[src/rtl/job_seq_pkg.sv]
// Shared types and defaults for the job sequencer front-end.
package job_seq_pkg;
  typedef enum logic [1:0] {
    IDLE   = 2'd0,
    LAUNCH = 2'd1,
    WAIT   = 2'd2
  } state_t;

  localparam int DATA_W_DEF  = 8;
  localparam int RES_W_DEF   = 16;
  localparam int DEPTH_DEF   = 4;
  localparam int TIMEOUT_DEF = 255;

  // A disabled watchdog still gets a 1-bit counter so no zero-width vector appears.
  function automatic int wd_width(input int timeout);
    return (timeout > 0) ? $clog2(timeout + 1) : 1;
  endfunction
endpackage

[src/rtl/job_sequencer_if.sv]
// Host and datapath-controller signals of the job sequencer.
interface job_sequencer_if
  import job_seq_pkg::*;
#(
  parameter int DATA_W = DATA_W_DEF,
  parameter int RES_W  = RES_W_DEF
);
  logic              in_valid;
  logic [DATA_W-1:0] in_data;
  logic              in_ready;
  logic              start;
  logic              done;
  logic [DATA_W-1:0] dp_operand;
  logic [RES_W-1:0]  dp_result;
  logic              out_valid;
  logic [RES_W-1:0]  out_data;
  logic              out_ready;
  logic              busy;
  logic              timeout_err;

  modport slave (
    input  in_valid, in_data, done, dp_result, out_ready,
    output in_ready, start, dp_operand, out_valid, out_data, busy, timeout_err
  );
  modport master (
    output in_valid, in_data, done, dp_result, out_ready,
    input  in_ready, start, dp_operand, out_valid, out_data, busy, timeout_err
  );
endinterface

[src/rtl/job_sequencer_sync_fifo.sv]
// Operand buffer: pointer-with-wrap-bit FIFO, no read bypass.
module sync_fifo #(
  parameter int DATA_W = 8,
  parameter int DEPTH  = 4
) (
  input  logic              clk,
  input  logic              rst,
  input  logic              push,
  input  logic              pop,
  input  logic [DATA_W-1:0] wdata,
  output logic              full,
  output logic              empty,
  output logic [DATA_W-1:0] head
);
  localparam int AW = $clog2(DEPTH);

  logic [DATA_W-1:0] mem [DEPTH];
  logic [AW:0]       wr_ptr, rd_ptr;
  logic              do_push, do_pop;

  assign do_push = push & ~full;
  assign do_pop  = pop & ~empty;

  always_ff @(posedge clk or posedge rst) begin
    if (rst) begin
      wr_ptr <= '0;
      rd_ptr <= '0;
    end else begin
      if (do_push) wr_ptr <= wr_ptr + 1'b1;
      if (do_pop)  rd_ptr <= rd_ptr + 1'b1;
    end
  end

  always_ff @(posedge clk) begin
    if (do_push) mem[wr_ptr[AW-1:0]] <= wdata;
  end

  // Same index with differing wrap bits means the write side has lapped the read side.
  assign full  = (wr_ptr[AW] != rd_ptr[AW]) && (wr_ptr[AW-1:0] == rd_ptr[AW-1:0]);
  assign empty = (wr_ptr == rd_ptr);
  assign head  = mem[rd_ptr[AW-1:0]];
endmodule

[src/rtl/job_sequencer.sv]
// Buffers host operands, launches one datapath job at a time, returns results, guards with a watchdog.
module job_sequencer
  import job_seq_pkg::*;
#(
  parameter int DATA_W  = DATA_W_DEF,
  parameter int RES_W   = RES_W_DEF,
  parameter int DEPTH   = DEPTH_DEF,
  parameter int TIMEOUT = TIMEOUT_DEF
) (
  input logic            clk,
  input logic            rst,
  job_sequencer_if.slave bus
);
  localparam int WD_W = wd_width(TIMEOUT);

  state_t            state, state_nxt;
  logic              push, pop, full, empty;
  logic              slot_free, expire, capture, abandon;
  logic [DATA_W-1:0] head, operand;
  logic [RES_W-1:0]  res_data;
  logic              res_valid, err;
  logic [WD_W-1:0]   wd;

  assign push = bus.in_valid & ~full;

  sync_fifo #(.DATA_W(DATA_W), .DEPTH(DEPTH)) u_fifo (
    .clk   (clk),
    .rst   (rst),
    .push  (push),
    .pop   (pop),
    .wdata (bus.in_data),
    .full  (full),
    .empty (empty),
    .head  (head)
  );

  // A launch needs the result slot empty or draining, so a capture never finds it occupied.
  assign slot_free = ~res_valid | bus.out_ready;
  assign expire    = (TIMEOUT != 0) && (wd == WD_W'(TIMEOUT));

  always_ff @(posedge clk or posedge rst) begin
    if (rst) state <= IDLE;
    else     state <= state_nxt;
  end

  always_comb begin
    state_nxt = state;
    pop       = 1'b0;
    capture   = 1'b0;
    abandon   = 1'b0;
    case (state)
      IDLE: if (!empty && slot_free) begin
        pop       = 1'b1;
        state_nxt = LAUNCH;
      end
      LAUNCH: state_nxt = WAIT;
      WAIT: begin
        if (bus.done) begin
          capture   = 1'b1;
          state_nxt = IDLE;
        end else if (expire) begin
          abandon   = 1'b1;
          state_nxt = IDLE;
        end
      end
      default: state_nxt = IDLE;
    endcase
  end

  always_ff @(posedge clk or posedge rst) begin
    if (rst) begin
      operand   <= '0;
      res_data  <= '0;
      res_valid <= 1'b0;
      err       <= 1'b0;
      wd        <= '0;
    end else begin
      if (pop) operand <= head;
      if (state == LAUNCH)    wd <= '0;
      else if (state == WAIT) wd <= wd + 1'b1;
      if (capture) begin
        res_data  <= bus.dp_result;
        res_valid <= 1'b1;
      end else if (res_valid && bus.out_ready) begin
        res_valid <= 1'b0;
      end
      if (abandon) err <= 1'b1;
    end
  end

  assign bus.in_ready    = ~full;
  assign bus.start       = (state == LAUNCH);
  assign bus.busy        = (state == LAUNCH) || (state == WAIT);
  assign bus.dp_operand  = operand;
  assign bus.out_valid   = res_valid;
  assign bus.out_data    = res_data;
  assign bus.timeout_err = err;
endmodule

[src/flat_wrapper.sv]
// flat-port wrapper written by rule: the top's interface ports become plain ports
module job_sequencer_flat import job_seq_pkg::*;
#(
  parameter int DATA_W  = DATA_W_DEF,
  parameter int RES_W   = RES_W_DEF,
  parameter int DEPTH   = DEPTH_DEF,
  parameter int TIMEOUT = TIMEOUT_DEF
)
  (clk, rst, bus_in_valid, bus_in_data, bus_done, bus_dp_result, bus_out_ready, bus_in_ready, bus_start, bus_dp_operand, bus_out_valid, bus_out_data, bus_busy, bus_timeout_err);
  job_sequencer_if #(.DATA_W(DATA_W), .RES_W(RES_W)) bus_i ();
  input logic clk;
  input logic rst;
  input wire logic [$bits(bus_i.in_valid)-1:0] bus_in_valid;
  input wire logic [$bits(bus_i.in_data)-1:0] bus_in_data;
  input wire logic [$bits(bus_i.done)-1:0] bus_done;
  input wire logic [$bits(bus_i.dp_result)-1:0] bus_dp_result;
  input wire logic [$bits(bus_i.out_ready)-1:0] bus_out_ready;
  output wire logic [$bits(bus_i.in_ready)-1:0] bus_in_ready;
  output wire logic [$bits(bus_i.start)-1:0] bus_start;
  output wire logic [$bits(bus_i.dp_operand)-1:0] bus_dp_operand;
  output wire logic [$bits(bus_i.out_valid)-1:0] bus_out_valid;
  output wire logic [$bits(bus_i.out_data)-1:0] bus_out_data;
  output wire logic [$bits(bus_i.busy)-1:0] bus_busy;
  output wire logic [$bits(bus_i.timeout_err)-1:0] bus_timeout_err;
  assign bus_i.in_valid = bus_in_valid;
  assign bus_i.in_data = bus_in_data;
  assign bus_i.done = bus_done;
  assign bus_i.dp_result = bus_dp_result;
  assign bus_i.out_ready = bus_out_ready;
  assign bus_in_ready = bus_i.in_ready;
  assign bus_start = bus_i.start;
  assign bus_dp_operand = bus_i.dp_operand;
  assign bus_out_valid = bus_i.out_valid;
  assign bus_out_data = bus_i.out_data;
  assign bus_busy = bus_i.busy;
  assign bus_timeout_err = bus_i.timeout_err;
  job_sequencer #(.DATA_W(DATA_W), .RES_W(RES_W), .DEPTH(DEPTH), .TIMEOUT(TIMEOUT)) u_core (.clk(clk), .rst(rst), .bus(bus_i));
endmodule
[config.mk]
export PLATFORM = sky130hd
export DESIGN_NAME = job_sequencer_flat
export DESIGN_NICKNAME = d
export VERILOG_FILES = /design/src/rtl/job_seq_pkg.sv /design/src/rtl/job_sequencer_if.sv /design/src/rtl/job_sequencer_sync_fifo.sv /design/src/rtl/job_sequencer.sv /design/src/flat_wrapper.sv
export SDC_FILE = /design/constraint.sdc
export NUM_CORES = 1
export LEC_CHECK = 0
export BUFFER_PORTS_ARGS = -buffer_cell sky130_fd_sc_hd__buf_2
export CAP_MARGIN = 20
export CORE_MARGIN = 1.5
export CORE_UTILIZATION = 55
export CTS_CLUSTER_DIAMETER = 120
export CTS_CLUSTER_SIZE = 12
export DETAILED_ROUTE_END_ITERATION = 7
export PLACE_DENSITY = 0.76
export RECOVER_POWER = 25
export SYNTH_ARGS = -nofsm -noshare
export SYNTH_HDL_FRONTEND = slang
export SYNTH_SLANG_ARGS = --single-unit
[constraint.sdc]
create_clock -name clk -period 2.4 [get_ports clk]
set_clock_uncertainty 0.1 [all_clocks]
set_input_delay 0.24 -clock clk [delete_from_list [all_inputs] [get_ports clk]]
set_output_delay 0.24 -clock clk [all_outputs]
set_load 0.05 [all_outputs]
==> impl_metrics.toml, run 1 <==
[critical_path]
worst-path-max-fanout = 9
slowest_stage = "ha_1"
end_kind = "primary output"
worstRegToRegCells = 6
critical_path_class = "reg -> out"
cp.required_ns = 2.06
worstPathCellList = "inv_1, ha_1, buf_2"
worstPathArrival_ns = 1.57
crit_path_max_incr_delay_ns = 0.45
cp-start-kind = "flop"

[hold_path]
hold_depth = 2
holdCritPathClass = "in -> reg"

[final_layout]
multiInputGateArea_um2 = 992
fillers = 383
n_antenna_cell = 0
fin_nets = 295
syn_to_final_growth_pct = 20.1
sequential_cell_area_um2 = 2010
postLayoutCoreUtil_pct = 67.8
drive_gt1_share_pct = 39.8

[drt]
dr.pass1.iters = 4
wl_per_cell_um = 15.5
drt_iter0_drc = 117
wirelength_um = 5160
vias = 1709
post-route-drc-count = 0
antenna_left = 0
viasPerCell = 5.13

[place]
gp_congestion = 0.722
place_hpwl_um = 3520
port_buffers = 57
place_ws_ns = 0.510

[global_route]
grt_max_degree = 43
grt_pass1_wl_um = 8510
grt_usage_pct = 18.7
antenna_found_initial = 0
grt_pass1_vias = 1799
gr-total-overflow = 0

[floorplanning]
die_w_um = 77.7
ioPinCount = 58
die_h_um = 77.7
core_region_area_um2 = 5440
fp-row-count = 27
initial_core_util_pct = 56.4
dieArea_um2 = 6040

[clocking]
clockRootBuffer = "clkbuf_8"
numCtsBuffers = 9
cts_resized = 0
cts_tree = "built"
htreeDepth = 3
clock_sinks = 74
cts.clk_slew.worst_paths_ns = 0.07
worst_skew_pair.late_latency_ns = 0.34
clockBufferDepth = 2

[run_status]
outcome = "finished, final reports clean"

[synth]
ys_ff_latch = 74
ys_types = 31
synth_area_per_cell_um2 = 16.4
synth_cells = 187
ys_seq_area_share_pct = 65.6
ys_warn_count = 0
synth_nets = 226
syn-cell-area_um2 = 3070

[timing]
fin_tns_setup_ns = 0
tightest_slew_ns = 1.03
slew_headroom_pct = 31.4
slew_violations = 0
setup_viol = 0
holdWs_ns = 0.0347
rsz0062_at_grt = "false"
max_freq_ghz = 0.523
finalCritPeriodShare_pct = 79.7
post-route-worst-setup-slack_ns = 0.488
final_hold_viol_count = 0
period_needed_ns = 1.91

[job]
cap_violations = 0
[worst paths after layout]
check | startpoint | end | slack (ns)
setup / recovery | u_core.state[0] | bus_busy | 0.49
hold / removal | bus_dp_result[15] | u_core.bus.out_data[15] | 0.03
setup reg to reg | u_core.state[0] | u_core.bus.dp_operand[1] | 0.49
hold reg to reg | u_core.bus.timeout_err | u_core.bus.timeout_err | 0.36
max in group asynchronous | rst | u_core.bus.dp_operand[6] | 0.86
min in group asynchronous | rst | u_core.bus.out_data[13] | 0.70
[layer usage]
layer	vias to the layer above	wire length [um]	global-route usage, %
met2	27	2570	30.6
li1	825	-	-
met4	0	82	7.82
met3	8	115	3.65
met1	849	2390	24.6
met5	-	0	0
[registers in the layout, summed over array words and instances (netlist names)]
register,cells
u_core.bus.dp_operand,8
u_core.u_fifo.rd_ptr,3
u_core.u_fifo.mem,32
u_core.bus.out_data,16
u_core.bus.timeout_err,1
u_core.state,2
u_core.u_fifo.wr_ptr,3
u_core.bus.out_valid,1
u_core.wd,8
[layout make-up]
cell class / instances / area share (%)
clock inverter: 7 / 3.19
timing repair buffer: 63 / 8.69
multi-input combinational: 100 / 26.9
inverter: 8 / 0.815
sequential: 74 / 54.6
tap: 72 / 2.44
clock buffer: 9 / 3.36
[cells by family after synthesis]
kind of cell	synth area share, %
xor+xnor	2.57
mux	17.7
fa+ha+maj	4.08
flops	65.6
buf+inv	2.12
compound gates	3.26
simple gates	4.73
[cells in the mapped netlist]
cell,count,area [um2]
nand2b_1,2,12.5
and3_1,4,25.0
a21oi_1,3,15.0
ha_1,10,125
nand3_1,4,20.0
nor3_1,2,10.0
nor2b_1,2,12.5
nand3b_1,1,7.51
a311o_1,1,10.0
mux2_4,8,120
xnor2_1,7,61.3
buf_2,1,5.00
inv_1,8,30.0
mux4_1,2,52.6
edfxtp_1,32,961
mux2_2,20,225
mux4_2,6,135
nand2_1,7,26.3
xor2_1,2,17.5
a41o_1,1,10.0
a22o_1,2,17.5
o31ai_1,1,7.51
nor2_1,5,18.8
o21ai_0,5,25.0
dfrtp_1,42,1050
buf_6,2,22.5
o2bb2ai_1,1,8.76
a31oi_1,1,6.26
clkbuf_1,2,7.51
mux2i_1,1,10.0
nand4_1,2,12.5
[timing repair]
item / CTS / global route
hold buffers: 1 / 0
setup endpoints to repair: 0 / 0
setup buffers: 0 / 0
endpoints found under the hold margin: 42 / 0
[critical path, delay by kind of cell (launching register included)]
family / cells / cell delay, ns
adder cells (fa/ha/maj): 1 / 0.45
flip-flops: 1 / 0.38
buffers and inverters: 2 / 0.41
[cell usage in the layout, fill, tap and decap left out, types with 2 or more instances in the layout]
cell        n
mux2_4      8
nor2b_1     2
xnor2_1     7
clkinv_4    2
ha_1       10
edfxtp_1   32
bufinv_16   3
nor2_1      5
dfrtp_1    42
o21ai_0     5
mux4_1      2
mux4_2      6
clkinv_2    2
buf_4       4
clkbuf_1    8
buf_2      49
nand2_1     7
clkbuf_8    9
nand4_1     2
inv_1       8
xor2_1      2
nand2b_1    2
nand3_1     4
and3_1      4
a22o_1      2
a21oi_1     3
mux2_2     20
nor3_1      2
[stage by stage]
stage / instances / instance area (um2)
floorplan: 187 / 3070
global placement: 316 / 3450
detailed placement: 316 / 3450
CTS: 333 / 3700
global route: 333 / 3690
finish: 333 / 3690
Power of run 1 is not shown: default switching activity piles up to over one toggle a cycle in this logic, so the estimate is an artifact.
==> run 2: changes to the inputs <==
--- a/config.mk
+++ b/config.mk
@@ -8,11 +8,11 @@
 export BUFFER_PORTS_ARGS = -buffer_cell sky130_fd_sc_hd__buf_2
 export CAP_MARGIN = 20
 export CORE_MARGIN = 1.5
-export CORE_UTILIZATION = 55
+export CORE_UTILIZATION = 49
 export CTS_CLUSTER_DIAMETER = 120
 export CTS_CLUSTER_SIZE = 12
 export DETAILED_ROUTE_END_ITERATION = 7
-export PLACE_DENSITY = 0.76
+export PLACE_DENSITY = 0.72
 export RECOVER_POWER = 25
 export SYNTH_ARGS = -nofsm -noshare
 export SYNTH_HDL_FRONTEND = slang
==> constraint.sdc (replaced) <==
create_clock -name clk -period 1.6 [get_ports clk]
set_clock_uncertainty 0.1 [all_clocks]
set_input_delay 0.16 -clock clk [delete_from_list [all_inputs] [get_ports clk]]
set_output_delay 0.16 -clock clk [all_outputs]
set_load 0.05 [all_outputs]
==> run 2 against run 1 <==
Net effect: the run now ends with negative setup slack left; register-to-register slack lost 0.59 ns; final cell count rose by 15%; cell area grew 16%; global-route usage about the same; highest routed layer unchanged; via count rose by 13%; critical endpoint is now bus_in_ready.
==> impl_metrics.toml, run 2 (same netlist as run 1, synthesis figures left out) <==
[run_status]
outcome = "complete, but fails checks"
violations = "negative setup slack"

[floorplanning]
ioPinCount = 58
fp-row-count = 28
core_region_area_um2 = 5990
die_h_um = 82.1
die_w_um = 82.1
dieArea_um2 = 6750
initial_core_util_pct = 51.2

[timing]
slew_violations = 0
finalCritPeriodShare_pct = 108
post-route-worst-setup-slack_ns = -0.129
final_hold_viol_count = 0
setup_viol = 39
period_needed_ns = 1.73
holdWs_ns = 0.0450
tightest_slew_ns = 0.528
rsz0062_at_grt = "true"
slew_headroom_pct = 64.8
max_freq_ghz = 0.578

[drt]
dr.pass1.iters = 4
viasPerCell = 5.04
wirelength_um = 6070
post-route-drc-count = 0
vias = 1935
antenna_left = 0
drt_iter0_drc = 74
wl_per_cell_um = 15.8

[critical_path]
worstRegToRegCells = 5
worstSetupEndpoint = "bus_in_ready"
worst-path-max-fanout = 3
startpoint = "u_core.u_fifo.wr_ptr[0]"
r2r_slack_ns = -0.10
critical_path_class = "reg -> out"
rr_startpoint = "u_core.u_fifo.wr_ptr[2]"
cp.required_ns = 1.34
worstPathArrival_ns = 1.47
rr_endpoint = "u_core.bus.dp_operand[3]"
cp-start-kind = "flop"
end_kind = "primary output"

[clocking]
worst_skew_pair.late_latency_ns = 0.34
clock_sinks = 74
clockRootBuffer = "clkbuf_8"
clockBufferDepth = 2
numCtsBuffers = 9
cts_tree = "built"
cts.clk_slew.worst_paths_ns = 0.08
htreeDepth = 3

[final_layout]
n_antenna_cell = 0
final_cell_mix = "46 x buf_2, 41 x dfrtp_1, 32 x edfxtp_1"
syn_to_final_growth_pct = 39.0
postLayoutCoreUtil_pct = 71.2
largest_reg_flops = 32
final_common_cell = "buf_2"
fin_nets = 343
drive_gt1_share_pct = 47.6

[pwr]
powerDensity_nw_per_um2 = 2280
peakVddDrop_mv = 1.38
p_leak_nw = 1.86

[job]
cap_violations = 0

[global_route]
gr-total-overflow = 0
groute.layer.met3.usage_pct = 4.62
gr-max-usage-layer = "met2"
antenna_found_initial = 0
met2_usage_pct = 32.1
grt_pass1_wl_um = 8940
grt_max_degree = 43
grt_usage_pct = 18.8
grtUsageMet1_pct = 22.5
grt_pass1_vias = 1892

[place]
gp_congestion = 0.773
port_buffers = 57
place_hpwl_um = 3610

[hold_path]
holdCritPathClass = "in -> reg"
run 2: cell types whose count changed in the layout (fill, tap and decap cells not counted), moves of 3 or more:
cell / before / now
inv_6: 0 / 3
buf_4: 4 / 24
and3_1: 4 / 0
and3_4: 0 / 5
ha_4: 0 / 3
dlygate4sd3_1: 1 / 25
ha_1: 10 / 7
mux2_4: 8 / 11
xnor2_2: 0 / 3
mux2_2: 20 / 17
buf_12: 0 / 3
buf_2: 49 / 46
xnor2_1: 7 / 4
run 2: per-stage QoR:
stage               power [mW]  area (um2)  instances  TNS, ns  setup slack, ns
finish                    9.72        4270        384    -2.39           -0.129
global route              10.3        4270        384    -4.69           -0.194
CTS                       9.63        4230        381    -3.67           -0.137
detailed placement        7.75        3670        334    -2.26           -0.121
global placement          7.65        3670        334   -0.643           -0.133
floorplan                 6.57        3160        187   -14.45           -0.403
run 2: area by class of cell:
class | instances | area (um2)
flip-flops and latches | 74 | 2010
fillers | 374 | 1720
multi-input cells | 101 | 1120
repair buffers | 110 | 803
clock buffers | 9 | 124
well taps | 75 | 93.8
clock inverters | 7 | 83.8
inverters | 8 | 30.0
run 2: report_power, final:
group	switching, mW	internal, mW	total [mW]
Sequential	0.359	2.69	3.05
Clock	0.752	0.750	1.50
Combinational	2.87	2.30	5.17
Total	3.98	5.74	9.72
run 2: layer usage:
metal,part of all wire (%),up-vias
met1,44,939
met2,51,58
li1,-,931
met3,4.6,7
met4,0.84,0
met5,0,-
run 2: worst min-delay path by stage:
| stage | startpoint | slack, ns | end | cells past startpoint |
|---|---|---|---|---|
| 6_report | bus_out_ready | 0.04 | u_core.bus.out_valid | 3 |
| 5_1_grt | bus_out_ready | 0.05 | u_core.bus.out_valid | 3 |
| 4_1_cts | bus_out_ready | 0.004 | u_core.bus.out_valid | 3 |
| 3_5_place_dp | rst | 0.23 | u_core.bus.out_data[2] | 3 |
| 3_3_place_gp | rst | 0.22 | u_core.bus.out_data[4] | 3 |
| 2_1_floorplan | bus_in_data[0] | 0.16 | u_core.u_fifo.mem[0][0] | 0 |
run 2: critical path, cell delays in order, from the launching register on:
cell and delay, ns:
dfrtp_1 0.43, xnor2_2 0.22, nand3b_1 0.16, buf_4 0.17
buf_8 0.14
run 2: timing repair:
action / CTS / global route
buffers inserted: 5 / 5
gates cloned: 1 / 0
gates resized for setup: 17 / 7
endpoints found under the hold margin: 90 / 0
hold buffers: 25 / 0
endpoints found under the setup margin: 48 / 51
pin swaps: 9 / 6
Power figures use the tool's default switching activity.
